`config.mk`:
```
export PLATFORM = sky130hd
export DESIGN_NAME = buffer_mc
export DESIGN_NICKNAME = d
export VERILOG_FILES = /design/src/rtl/buffer_mc_pkg.sv /design/src/rtl/buffer_mc_ch.sv /design/src/rtl/buffer_mc.sv
export SDC_FILE = /design/constraint.sdc
export NUM_CORES = 1
export LEC_CHECK = 0
export CAP_MARGIN = 20
export CORE_ASPECT_RATIO = 1.25
export CORE_UTILIZATION = 33
export CTS_BUF_LIST = sky130_fd_sc_hd__clkbuf_8
export CTS_CLUSTER_DIAMETER = 120
export DETAILED_ROUTE_END_ITERATION = 16
export GPL_ROUTABILITY_DRIVEN = 1
export RECOVER_POWER = 100
export SETUP_SLACK_MARGIN = 0.4
export SLEW_MARGIN = 5
export SYNTH_ARGS = -nofsm -noshare
export SYNTH_HDL_FRONTEND = slang
export SYNTH_HIERARCHICAL = 1
export SYNTH_SLANG_ARGS = --single-unit
```
`constraint.sdc`:
```
create_clock -name clk -period 3.6 [get_ports clk]
set_input_delay 0.36 -clock clk [delete_from_list [all_inputs] [get_ports clk]]
set_output_delay 0.36 -clock clk [all_outputs]
set_load 0.01 [all_outputs]
```
`src/rtl/buffer_mc_pkg.sv`:
```
// Shared sizing helpers for the multi-channel FIFO buffer.
package buffer_mc_pkg;

  function automatic int depth_of(input int addr_l);
    return 1 << addr_l;
  endfunction

  // Occupancy needs one extra bit so that a completely full channel is distinct from empty.
  function automatic int cnt_w(input int addr_l);
    return addr_l + 1;
  endfunction

endpackage

```
`src/rtl/buffer_mc_ch.sv`:
```
// One FIFO channel: storage, wrapping pointers, occupancy, sticky error flags and handshake acks.
module buffer_mc_ch
  import buffer_mc_pkg::*;
#(
  parameter int ADDR_L   = 4,
  parameter int DATA_L   = 16,
  parameter int AFULL_TH = depth_of(ADDR_L) - 2
) (
  input  logic                      clk,
  input  logic                      rst_n,
  input  logic                      we,
  input  logic [DATA_L-1:0]         din,
  input  logic                      re,
  input  logic                      flush,
  input  logic                      err_clr,
  output logic [DATA_L-1:0]         dout,
  output logic                      r_ack,
  output logic                      w_ack,
  output logic                      avail,
  output logic                      full,
  output logic                      afull,
  output logic [cnt_w(ADDR_L)-1:0]  count,
  output logic                      ovf,
  output logic                      udf
);

  localparam int DEPTH = depth_of(ADDR_L);
  localparam int CW    = cnt_w(ADDR_L);
  localparam logic [CW-1:0] FULL_CNT = CW'(DEPTH);
  localparam logic [CW-1:0] TH_CNT   = CW'(AFULL_TH);

  logic [DATA_L-1:0] mem [DEPTH];
  logic [ADDR_L-1:0] rpt;
  logic [ADDR_L-1:0] wpt;
  logic [CW-1:0]     cnt;
  logic              wr_ok;
  logic              rd_ok;
  logic              ovf_ev;
  logic              udf_ev;

  assign full  = (cnt == FULL_CNT);
  assign avail = (cnt != '0);
  assign afull = (cnt >= TH_CNT);
  assign count = cnt;

  // A full channel still takes a write when a read frees a slot in the same cycle.
  assign wr_ok  = we && (!full || re) && !flush;
  assign rd_ok  = re && avail && !flush;
  assign ovf_ev = we && full && !re && !flush;
  assign udf_ev = re && !avail && !flush;

  always_ff @(posedge clk) begin
    if (!rst_n) begin
      rpt   <= '0;
      wpt   <= '0;
      cnt   <= '0;
      dout  <= '0;
      r_ack <= 1'b0;
      w_ack <= 1'b0;
      ovf   <= 1'b0;
      udf   <= 1'b0;
    end else begin
      r_ack <= rd_ok;
      w_ack <= wr_ok;
      // A new error event outranks err_clr in the same cycle.
      ovf   <= ovf_ev | (ovf & ~err_clr);
      udf   <= udf_ev | (udf & ~err_clr);
      if (flush) begin
        rpt <= '0;
        wpt <= '0;
        cnt <= '0;
      end else begin
        if (wr_ok) wpt <= wpt + 1'b1;
        if (rd_ok) begin
          rpt  <= rpt + 1'b1;
          dout <= mem[rpt];
        end
        case ({wr_ok, rd_ok})
          2'b10:   cnt <= cnt + 1'b1;
          2'b01:   cnt <= cnt - 1'b1;
          default: cnt <= cnt;
        endcase
      end
    end
  end

  // Storage is never cleared; only pointers and count define what is valid.
  always_ff @(posedge clk) begin
    if (rst_n && wr_ok) mem[wpt] <= din;
  end

endmodule

```
`src/rtl/buffer_mc.sv`:
```
// Multi-channel synchronous FIFO: CH_N independent channels sharing clock, reset and err_clr.
module buffer_mc
  import buffer_mc_pkg::*;
#(
  parameter int BUF_ID   = 0,
  parameter int CH_N     = 4,
  parameter int ADDR_L   = 4,
  parameter int DATA_L   = 16,
  parameter int AFULL_TH = depth_of(ADDR_L) - 2
) (
  input  logic                            clk,
  input  logic                            rst_n,
  input  logic [CH_N-1:0]                 we,
  input  logic [CH_N*DATA_L-1:0]          din,
  input  logic [CH_N-1:0]                 re,
  input  logic [CH_N-1:0]                 flush,
  input  logic                            err_clr,
  output logic [CH_N*DATA_L-1:0]          dout,
  output logic [CH_N-1:0]                 r_ack,
  output logic [CH_N-1:0]                 w_ack,
  output logic [CH_N-1:0]                 avail,
  output logic [CH_N-1:0]                 full,
  output logic [CH_N-1:0]                 afull,
  output logic [CH_N*cnt_w(ADDR_L)-1:0]   count,
  output logic [CH_N-1:0]                 ovf,
  output logic [CH_N-1:0]                 udf
);

  localparam int CW = cnt_w(ADDR_L);

  if (CH_N < 1 || CH_N > 16 || BUF_ID < 0) begin : g_bad_cfg
    $error("buffer_mc %0d: CH_N must be 1..16", BUF_ID);
  end

  for (genvar c = 0; c < CH_N; c++) begin : g_ch
    buffer_mc_ch #(
      .ADDR_L   (ADDR_L),
      .DATA_L   (DATA_L),
      .AFULL_TH (AFULL_TH)
    ) u_ch (
      .clk     (clk),
      .rst_n   (rst_n),
      .we      (we[c]),
      .din     (din[c*DATA_L +: DATA_L]),
      .re      (re[c]),
      .flush   (flush[c]),
      .err_clr (err_clr),
      .dout    (dout[c*DATA_L +: DATA_L]),
      .r_ack   (r_ack[c]),
      .w_ack   (w_ack[c]),
      .avail   (avail[c]),
      .full    (full[c]),
      .afull   (afull[c]),
      .count   (count[c*CW +: CW]),
      .ovf     (ovf[c]),
      .udf     (udf[c])
    );
  end

endmodule

```
==> results of run 1 <==
[Yosys cell counts (all sizes together) (12+ instances only)]
library cell | n | area share (%)
o21ai | 74 | 0.83
o22ai | 261 | 3.7
dfxtp | 132 | 5.9
clkbuf | 46 | 0.39
a21oi | 87 | 0.97
edfxtp | 1024 | 69
and2 | 16 | 0.22
nor2b | 12 | 0.17
nand2 | 41 | 0.34
buf | 107 | 1.5
inv | 41 | 0.34
nand3b | 16 | 0.28
nor2 | 112 | 0.94
xor2 | 22 | 0.43
ha | 36 | 1.0
nor4 | 68 | 1.1
nand3 | 14 | 0.16
mux2i | 520 | 12
nand2b | 19 | 0.27
[registers in the layout, indices dropped and copies added (netlist names)]
name and flops:
g_ch.u_ch/ovf 4, g_ch.u_ch/mem 1024, g_ch.u_ch/w_ack 4, g_ch.u_ch/count 20, g_ch.u_ch/wpt 16, g_ch.u_ch/rpt 16
g_ch.u_ch/udf 4, g_ch.u_ch/dout 64, g_ch.u_ch/r_ack 4
[layout make-up]
class	instances	area [µm²]
Antenna cell	2	5.005
Clock inverter	135	749.5
Multi-Input combinational cell	1372	10500
Timing Repair Buffer	306	2561
Sequential cell	1156	33400
Tap cell	1748	2187
Clock buffer	197	2711
Fill cell	12340	81930
Inverter	41	153.9
[through the flow]
step / setup slack (ns) / cells / instance area [µm²] / hold slack, ns / power [mW]
2_1_floorplan: 0.7507 / 2722 / 44830 / 0.4589 / 15.12
3_5_place_dp: 0.4827 / 4621 / 49260 / 0.4745 / 15.56
4_1_cts: 0.5220 / 4954 / 52740 / 0.04343 / 26.09
3_3_place_gp: 0.5070 / 4621 / 49260 / 0.4589 / 15.54
5_1_grt: 0.2618 / 4956 / 52260 / 0.1508 / 26.65
6_report: 0.4274 / 4957 / 52260 / 0.1515 / 25.74
[worst max path at each step]
stage          depth (start not counted)  slack, ns                            endpoint                                from
6_report                               5       0.43   g_ch[3].u_ch/dout[2]$_SDFFE_PN0P_    g_ch[3].u_ch/rpt[2]$_SDFFE_PP0P_
5_1_grt                                7       0.26   g_ch[1].u_ch/mem[13][3]$_DFFE_PP_                               rst_n
4_1_cts                                3       0.52                             full[3]  g_ch[3].u_ch/count[0]$_SDFFE_PP0P_
3_5_place_dp                          11       0.48  g_ch[0].u_ch/count[4]$_SDFFE_PP0P_                            flush[0]
3_3_place_gp                          11       0.51  g_ch[0].u_ch/count[4]$_SDFFE_PP0P_                            flush[0]
2_1_floorplan                         10       0.75  g_ch[3].u_ch/count[4]$_SDFFE_PP0P_  g_ch[3].u_ch/count[0]$_SDFFE_PP0P_
[power by group through the flow]
stage	clock [mW]	combinational, mW	sequential (mW)
after floorplan	0	0.169	15.0
after global placement	0	0.598	14.9
after detailed placement	0	0.609	14.9
after CTS	10.8	0.613	14.7
after global routing	11.4	0.618	14.7
final	10.5	0.569	14.7
[routing by layer]
metal | global-route usage (%) | vias up | wire (µm)
li1 | - | 11400 | -
met1 | 19.11 | 12362 | 45050
met2 | 26.08 | 677 | 53400
met3 | 3.554 | 198 | 6010
met4 | 6.157 | 14 | 3209
met5 | 0 | - | 85
[logic make-up after synthesis]
family          Yosys count
mux                     520
flops                  1156
xor+xnor                 31
fa+ha+maj                40
compound gates          443
buf+inv                 194
simple gates            338
[worst max-delay path, stage by stage, from the launching register on]
cell	delay (ns)
dfxtp_2	0.94
clkbuf_4	0.74
mux2i_1	0.27
o22ai_1	0.14
nor4_1	0.78
a21oi_1	0.14
[what timing repair did]
action	4_1_cts	5_1_grt
setup buffers	0	1
endpoints found under the setup margin	0	1
hold buffers	1	0
hold endpoints to repair	18	0
==> results.md, run 1 <==
- Final WL: 107.8 mm
- Period utilization: 88.13%
- Hold Crit Class: in -> reg
- Fmax: 0.3152 GHz
- R2R depth: 5
- Ys async rst share: 0%
- Worst setup path class: reg -> reg
- Psw: 5.622 mW
- Hold depth: 2
- Yosys cell types: 49
- Syn Area/Cell: 16.47 µm²
- 1st-iter DRT viols: 1,635
- Worst Setup Start Kind: flop
- Max_slew headroom: -15.30%
- Worst Hold End: g_ch[1].u_ch/w_ack$_SDFF_PN0_
- Register area share after synthesis: 74.49%
- CTS sink cnt: 1,156
- Adder-Cell Fraction of Synth Area: 1.183%
- Yosys synthesis warning count: 6
- CTS tree: yes
- Clock root cell: clkbuf_8
- Initial antenna violation count: 10
- Hold Crit Start: we[1]
- Reg2Reg Setup Slack: 0.43 ns
- Clock Path Buffers: 3
- GRT Residual Overflow: 0
- Core ar.: 134,200 µm²
- Final setup viols: 0
- Post-DP HPWL: 69.96 mm
- Number of global-route vias before repair: 24,924
- Routed Antenna Nets: 0
- Final hold viol count: 0
- Clock latency on the worst-skew pair: 0.89 ns
- Port Buf Inserts: 190
- CP endpoint kind: flop
- Crit path DAT: 3.92 ns
- Post-synth EDFFs: 1,024
- Routed wire per std cell: 21.74 µm
- RSZ-0062 raised after global routing: no
- Synth-to-Final Area Change: 16.58%
- Sequential share of power: 57.0%
- Largest net degree at the start of global routing: 53
- Status: complete, but fails checks
- Worst reg2reg startpoint: g_ch[3].u_ch/rpt[2]$_SDFFE_PP0P_
- Switching Fraction: 21.85%
- Compound-Gate Fraction of Synth Area: 5.903%
- Synth Instances: 2,722
- Vert. Die Dim: 414.1 µm
- Minimum clock period: 3.173 ns
- Total CTS buffers: 181
- Clk pwr share: 40.8%
- Rows: 150
- Post-Synth XOR/XNOR Area: 0.6056%
- Clock Pin Slew Worst Setup and Hold Paths: 0.06 ns
- Power Dens Cells: 492.4 nW/µm²
- FF-to-FF End: g_ch[3].u_ch/dout[2]$_SDFFE_PN0P_
- Mux contribution to synthesized area: 11.61%
- P_leak: 16.25 nW
- Global-route wire length before repair: 159.6 mm
- Largest family of logic cells by synthesized area: multiplexers
- Drt first pass iters: 5
- Failing checks: max-capacitance violations, max-slew violations
- Most frequent cells in the layout: edfxtp_1, mux2i_1, o22ai_1
- I/O pin count: 191
- Nets: 3,177
- Final Max Tran Viols: 72
- Final Util: 38.95%
- Cell Area, Synth: 44,830 µm²
- Most common cell after layout, fill and taps aside: edfxtp_1
- Vias per cell: 4.973
- Layout cell share with drive strength beyond 1: 9.542%
- Maximum vdd drop: 0.3470 mV
- CTS H-tree depth: 4
- Synthesized flop and latch total: 1,156
- Clock Skews: 0.05451 ns
- Slew @ Worst Pin: 1.730 ns
- Routability congestion estimate: 0.8183
- Worst EP required: 4.35 ns
- Die area: 137,300 µm²
- Cts repair resizes: 0
- Simple logic cell fraction of the synthesized area: 4.033%
- Top_reg_cell synth: edfxtp_1
- CP Max Fanout: 36
- Cell Int Power: 20.11 mW
- Via count: 24,651
- Starting density of the core: 33.41%
- Combinational Power Share: 2.2%
- Syn Nets: 2,841
- Setup TNS: 0 ns
- GRT Total Usage: 15.47%
- Die X: 331.7 µm
- Max_cap viols: 3
- Post-route DRC: 0
No activity file was read; power rests on OpenSTA's default activity.
==> run 2: changes to the inputs <==
--- a/config.mk
+++ b/config.mk
@@ -8,11 +8,11 @@
 export CAP_MARGIN = 20
 export CORE_ASPECT_RATIO = 1.25
 export CORE_UTILIZATION = 33
-export CTS_BUF_LIST = sky130_fd_sc_hd__clkbuf_8
+export CTS_BUF_LIST = sky130_fd_sc_hd__clkbuf_16
 export CTS_CLUSTER_DIAMETER = 120
 export DETAILED_ROUTE_END_ITERATION = 16
 export GPL_ROUTABILITY_DRIVEN = 1
-export RECOVER_POWER = 100
+export RECOVER_POWER = 25
 export SETUP_SLACK_MARGIN = 0.4
 export SLEW_MARGIN = 5
 export SYNTH_ARGS = -nofsm -noshare
==> run 2 against run 1 <==
The flow now finishes without violations. Combinational power grew 4.4%. First-iteration DRC count grew 7.8%. Power grew 4.5%. Global-route usage shrank 0.19 points. Final area grew 1.4%. Flip-flop and latch count is the same. Setup slack gained 0.23 ns. Core utilization grew 0.53 points. Sequential power is essentially flat. Clock power grew 11%. Non-clock buffer count shrank 1. Critical path depth grew 7.
==> results.md, run 2 (same netlist as run 1, synthesis figures left out) <==
- Status: finished, final reports clean
- Global-route wire length before repair: 157.6 mm (-1.2%)
- Fmax: 0.3403 GHz (+8.0%)
- Maximum vdd drop: 0.4800 mV (+38%)
- Power Dens Cells: 508.0 nW/µm² (+3.2%)
- Clock root cell: clkbuf_16
- Total CTS buffers: 113 (-38%)
- Setup TNS: 0 ns (unchanged)
- Clock Pin Slew Worst Setup and Hold Paths: 0.06 ns (about the same)
- Most flop-heavy register: g_ch.u_ch/mem
- Inst Count DP: 4,621 (unchanged)
- DP Worst Slack: 0.4827 ns (unchanged)
- Worst Setup Start Kind: flop
- Hold slack: 0.1707 ns (+0.01925 ns)
- CTS tree: yes
- Worst EP required: 4.25 ns (-0.10 ns)
- Ant. Diodes: 0 (-2)
- Layout cell share with drive strength beyond 1: 11.59% (+2.1 points)
- Routed Antenna Nets: 0 (unchanged)
- Slew @ Worst Pin: 0.9832 ns (-0.7463 ns)
- Clock Path Buffers: 3 (unchanged)
- Routability congestion estimate: 0.8183 (unchanged)
- Routed wire per std cell: 22.06 µm (+1.5%)
- Max_slew headroom: 34.25% (+50 points)
- Starting density of the core: 33.41% (unchanged)
- Total power: 26.91 mW (+4.5%)
- Clock latency on the worst-skew pair: 0.74 ns (-0.15 ns)
- Via count: 24,218 (-1.8%)
- Psw: 5.540 mW (-1.5%)
- Final Util: 39.47% (+0.53 points)
- Worst setup margin: 0.6617 ns (+0.2344 ns)
- I/O pin count: 191 (unchanged)
- Die X: 331.7 µm (unchanged)
- Cell Int Power: 21.37 mW (+6.2%)
- Clk pwr share: 43.3% (+2.5 points)
- Finished Layout Cells: 4,836 (-2.4%)
- Max FFs per register: 1,024 (unchanged)
- GRT Total Usage: 15.28% (-0.19 points)
- Final Max Tran Viols: 0 (-100%)
- CTS sink cnt: 1,156 (unchanged)
- 1st-iter DRT viols: 1,763 (+7.8%)
- Final setup viols: 0 (unchanged)
- Vert. Die Dim: 414.1 µm (unchanged)
- Combinational Power Share: 2.2% (about the same)
- GRT Residual Overflow: 0 (unchanged)
- Worst setup path class: reg -> reg
- RSZ-0062 raised after global routing: no
- Largest net degree at the start of global routing: 53 (unchanged)
- Crit path DAT: 3.59 ns (-0.33 ns)
- Rows: 150 (unchanged)
- Vias per cell: 5.008 (+0.70%)
- Hold Crit Class: in -> reg
- Max_cap viols: 0 (-3)
- Sequential share of power: 54.5% (-2.5 points)
- Drt first pass iters: 6 (+1)
- Final hold viol count: 0 (unchanged)
- CP Max Fanout: 6 (-83%)
- Number of global-route vias before repair: 24,252 (-2.7%)
- Cell Area, Placed: 49,260 µm² (unchanged)
- Period utilization: 81.62% (-6.5 points)
- Final WL: 106.7 mm (-1.0%)
- Die area: 137,300 µm² (unchanged)
- Design area: 52,970 µm² (+1.4%)
- Port Buf Inserts: 190 (unchanged)
- CTS H-tree depth: 3 (-1)
- Switching Fraction: 20.59% (-1.3 points)
- Most common cell after layout, fill and taps aside: edfxtp_1
- Nets: 3,108 (-2.2%)
- Synth-to-Final Area Change: 18.16%
- P_leak: 16.12 nW (-0.81%)
- Clock Skews: 0.06426 ns (+0.009749 ns)
- Initial antenna violation count: 12 (+2)
- Core ar.: 134,200 µm² (unchanged)
- Most frequent cells in the layout: edfxtp_1, mux2i_1, o22ai_1
- Post-DP HPWL: 69.96 mm (unchanged)
- Post-route DRC: 0 (unchanged)
- CP endpoint kind: flop
- Minimum clock period: 2.938 ns (-0.2344 ns)
## run 2: cell types whose count changed in the layout (fill, tap and decap cells not counted), moves of 7 or more
cell,previous run,this run
nor3_2,1,8
clkbuf_16,0,113
bufinv_16,3,11
clkbuf_8,197,0
nor2_2,23,48
clkbuf_1,81,0
nor3_1,10,3
dlygate4sd3_1,177,38
clkinv_2,16,25
buf_4,23,107
nor2_1,89,64
inv_1,117,65
clkdlybuf4s50_1,13,151
## run 2: final cells by class
| class | instances | area, µm² |
|---|---|---|
| Sequential cell | 1156 | 33410 |
| Inverter | 41 | 153.9 |
| Tap cell | 1748 | 2187 |
| Multi-Input combinational cell | 1372 | 10650 |
| Fill cell | 12181 | 81220 |
| Timing Repair Buffer | 305 | 2875 |
| Clock buffer | 113 | 2828 |
| Clock inverter | 101 | 869.6 |
## run 2: worst paths after layout
check | cells after the start | slack, ns | startpoint | endpoint
worst max-delay path | 12 | 0.66 | g_ch[1].u_ch/count[0]$_SDFFE_PP0P_ | g_ch[1].u_ch/count[4]$_SDFFE_PP0P_
worst min-delay path | 4 | 0.17 | rst_n | g_ch[1].u_ch/count[3]$_SDFFE_PP0P_
worst max register to register | 12 | 0.66 | g_ch[1].u_ch/count[0]$_SDFFE_PP0P_ | g_ch[1].u_ch/count[4]$_SDFFE_PP0P_
worst min register to register | 2 | 0.48 | g_ch[3].u_ch/udf$_SDFF_PN0_ | g_ch[3].u_ch/udf$_SDFF_PN0_
## run 2: power groups by stage
stage          registers (mW)  logic (mW)  clock network (mW)
6_report                 14.7       0.594                11.7
5_1_grt                  14.7       0.644                12.4
4_1_cts                  14.7       0.612                11.9
3_5_place_dp             14.9       0.609                   0
3_3_place_gp             14.9       0.598                   0
2_1_floorplan            15.0       0.169                   0
## run 2: repair_timing
item / in CTS / in global routing
hold buffers: 0 / 0
gates resized for setup: 0 / 0
setup buffers: 0 / 1
endpoints found under the setup margin: 0 / 1
## run 2: worst max-delay path, stage by stage, from the launching register on
cell     delay [ns]
dfxtp_1        0.39
nor4_4         0.46
a31oi_1        0.13
buf_4          0.17
inv_1          0.05
ha_1           0.25
inv_1          0.10
fa_1           0.40
nor2b_1        0.16
o21ai_0        0.12
nor4b_1        0.17
or3_1          0.32
a21oi_1        0.12
## run 2: layer usage
metal	global-route usage (%)	routed length, µm	up-vias
li1	-	-	11232
met4	6.362	3646	18
met5	0	104	-
met1	18.97	44410	12158
met2	25.86	52790	614
met3	3.086	5728	196
==> run 3: changes to the inputs <==
==> constraint.sdc (replaced) <==
create_clock -name clk -period 2.9 [get_ports clk]
set_input_delay 0.29 -clock clk [delete_from_list [all_inputs] [get_ports clk]]
set_output_delay 0.29 -clock clk [all_outputs]
set_load 0.01 [all_outputs]
==> run 3 against run 2 <==
Final cell count increased by 1.9%. Maximum frequency increased by 18%. First-iteration DRC count increased by 0.28%. Non-clock buffer count increased by 90. Largest power group unchanged.
==> results.md, run 3 (same netlist as run 1, synthesis figures left out) <==
- Via count: 24,478 (+1.1%)
- Most common cell after layout, fill and taps aside: edfxtp_1
- Largest net degree at the start of global routing: 81 (+53%)
- Slowest CP cell: fa_2
- Routed Antenna Nets: 0 (unchanged)
- CP Cell Sequence: nor4_4 > buf_4 > a31oi_4 > inv_2 > ha_4 > inv_4 > fa_2 > nor2b_4 > o21ai_2 > nor4b_4 > or3_1 > a21oi_2
- Final WL: 105.7 mm (-0.93%)
- 1st-iter DRT viols: 1,768 (+0.28%)
- Period utilization: 85.72% (+4.1 points)
- Final setup viols: 0 (unchanged)
- Fillers: 12,060 (-0.99%)
- Worst EP required: 3.54 ns (-0.71 ns)
- Crit path DAT: 3.13 ns (-0.46 ns)
- Cell Area, Placed: 49,970 µm² (+1.4%)
- CTS H-tree depth: 3 (unchanged)
- Fmax: 0.4023 GHz (+18%)
- Clock Path Buffers: 3 (unchanged)
- Nets: 3,197 (+2.9%)
- M1 WL: 45.11 mm (+1.6%)
- GRT Total Usage: 15.02% (-0.26 points)
- Worst Setup Start Kind: flop
- Post-DP HPWL: 62.83 mm (-10%)
- Max FFs per register: 1,024 (unchanged)
- Sequential share of power: 54.6% (about the same)
- CTS sink cnt: 1,156 (unchanged)
- Slew @ Worst Pin: 0.8116 ns (-0.1716 ns)
- GRT Residual Overflow: 0 (unchanged)
- Clock Skews: 0.02942 ns (-0.03484 ns)
- Die area: 137,300 µm² (unchanged)
- Port Buf Inserts: 190 (unchanged)
- Total CTS buffers: 112 (-0.88%)
- Switching Fraction: 20.57% (-0.024 points)
- Max_slew headroom: 45.72% (+11 points)
- Clk pwr share: 43.1% (-0.2 points)
- CTS tree: yes
- Status: finished, final reports clean
- CP Max Fanout: 4 (-2)
- Clock root cell: clkbuf_16
- Max incr delay on CP: 0.38 ns (-0.08 ns)
- Vias per cell: 4.967 (-0.81%)
- Final Max Tran Viols: 0 (unchanged)
- Rows: 150 (unchanged)
- Routability congestion estimate: 0.7689 (-6.0%)
- Clock Pin Slew Worst Setup and Hold Paths: 0.06 ns (about the same)
- Final hold viol count: 0 (unchanged)
- Hold Crit Class: in -> reg
- R2R depth: 12 (unchanged)
- Core ar.: 134,200 µm² (unchanged)
- Psw: 6.846 mW (+24%)
- Die X: 331.7 µm (unchanged)
- Routed wire per std cell: 21.45 µm (-2.8%)
- Clock latency on the worst-skew pair: 0.73 ns (about the same)
- Vert. Die Dim: 414.1 µm (unchanged)
- Hold depth: 4 (unchanged)
- P_leak: 16.58 nW (+2.8%)
- Combinational Power Share: 2.3% (about the same)
- CTS hold repair buffers: 0 (unchanged)
- Cell Int Power: 26.44 mW (+24%)
- Most flop-heavy register: g_ch.u_ch/mem
- Wire length on met3: 4.253 mm (-26%)
- Worst setup path class: reg -> reg
- Power Dens Cells: 616.0 nW/µm² (+21%)
- Post-route DRC: 0 (unchanged)
- Most frequent cells in the layout: edfxtp_1, mux2i_1, o22ai_1
- Max_cap viols: 0 (unchanged)
- Max layer used: met5
- RSZ-0062 raised after global routing: yes
- Maximum vdd drop: 0.4811 mV (+0.22%)
- Design area: 54,040 µm² (+2.0%)
- Synth-to-Final Area Change: 20.53%
- Initial antenna violation count: 15 (+3)
- Met2 wire len: 53.62 mm (+1.6%)
- Layout cell share with drive strength beyond 1: 15.99% (+4.4 points)
- Starting density of the core: 33.41% (unchanged)
- CP endpoint kind: flop
- Number of global-route vias before repair: 24,361 (+0.45%)
- Global-route wire length before repair: 155.2 mm (-1.5%)
- Setup TNS: 0 ns (unchanged)
- Minimum clock period: 2.486 ns (-0.4523 ns)
- Drt first pass iters: 5 (-1)
- I/O pin count: 191 (unchanged)
run 3: cell types whose count changed in the layout (fill, tap and decap cells not counted), moves of 8 or more:
| cell | previous run | this run |
|---|---|---|
| dfxtp_2 | 0 | 10 |
| buf_4 | 107 | 184 |
| inv_1 | 65 | 55 |
| dfxtp_1 | 128 | 112 |
| nor2_1 | 64 | 56 |
| nor3_4 | 0 | 8 |
| clkdlybuf4s50_1 | 151 | 142 |
| nor2_2 | 48 | 56 |
| buf_12 | 9 | 19 |
| nor3_2 | 8 | 0 |
run 3: final cells by class:
class	count	area, µm²	area share [%]
Inverter	41	156.4	0.2894
Tap cell	1748	2187	4.048
Clock buffer	114	2853	5.279
Antenna cell	3	7.507	0.01389
Timing Repair Buffer	395	3684	6.817
Multi-Input combinational cell	1372	10900	20.17
Clock inverter	99	808.3	1.496
Sequential cell	1156	33440	61.89
run 3: critical path, delay by kind of cell (launching register included):
kind / cells / cell delay (ns)
and+or+nand+nor: 4 / 0.88
buffers and inverters: 3 / 0.31
adders and majority gates: 2 / 0.54
AOI/OAI and AO/OA: 3 / 0.32
DFF: 1 / 0.36
run 3: timing repair:
action,in CTS,in global routing
pin swaps,8,18
gates resized for setup,8,36
endpoints found under the setup margin,12,7
buffers inserted,17,16
run 3: final timing paths:
check	start	end	slack, ns
worst max-delay path	g_ch[0].u_ch/count[3]$_SDFFE_PP0P_	g_ch[0].u_ch/count[4]$_SDFFE_PP0P_	0.41
worst min-delay path	rst_n	g_ch[3].u_ch/dout[1]$_SDFFE_PN0P_	0.10
worst max register to register	g_ch[0].u_ch/count[3]$_SDFFE_PP0P_	g_ch[0].u_ch/count[4]$_SDFFE_PP0P_	0.41
worst min register to register	g_ch[3].u_ch/udf$_SDFF_PN0_	g_ch[3].u_ch/udf$_SDFF_PN0_	0.49
run 3: metal layers:
layer / vias up / GRT usage (%)
li1: 11401 / -
met1: 12362 / 18.97
met2: 547 / 26.16
met3: 164 / 2.132
met4: 4 / 5.305
met5: - / 0
run 3: through the flow:
stage	power, mW	instances	worst slack, ns	hold slack (ns)	utilization, %
after floorplan	18.78	2722	0.2007	0.3889	-
after global placement	19.29	4679	0.2147	0.4610	37.23
after detailed placement	19.30	4679	0.1821	0.4670	37.23
after CTS	33.66	4909	0.3384	0.03549	40.06
after global routing	34.32	4927	0.2894	0.08387	40.27
final	33.29	4928	0.4140	0.1001	40.27
run 3: power groups by stage:
stage / Combinational, mW / Sequential (mW) / Clock [mW]
after floorplan: 0.212 / 18.6 / 0
after global placement: 0.739 / 18.5 / 0
after detailed placement: 0.751 / 18.6 / 0
after CTS: 0.771 / 18.2 / 14.7
after global routing: 0.836 / 18.2 / 15.3
final: 0.769 / 18.2 / 14.3
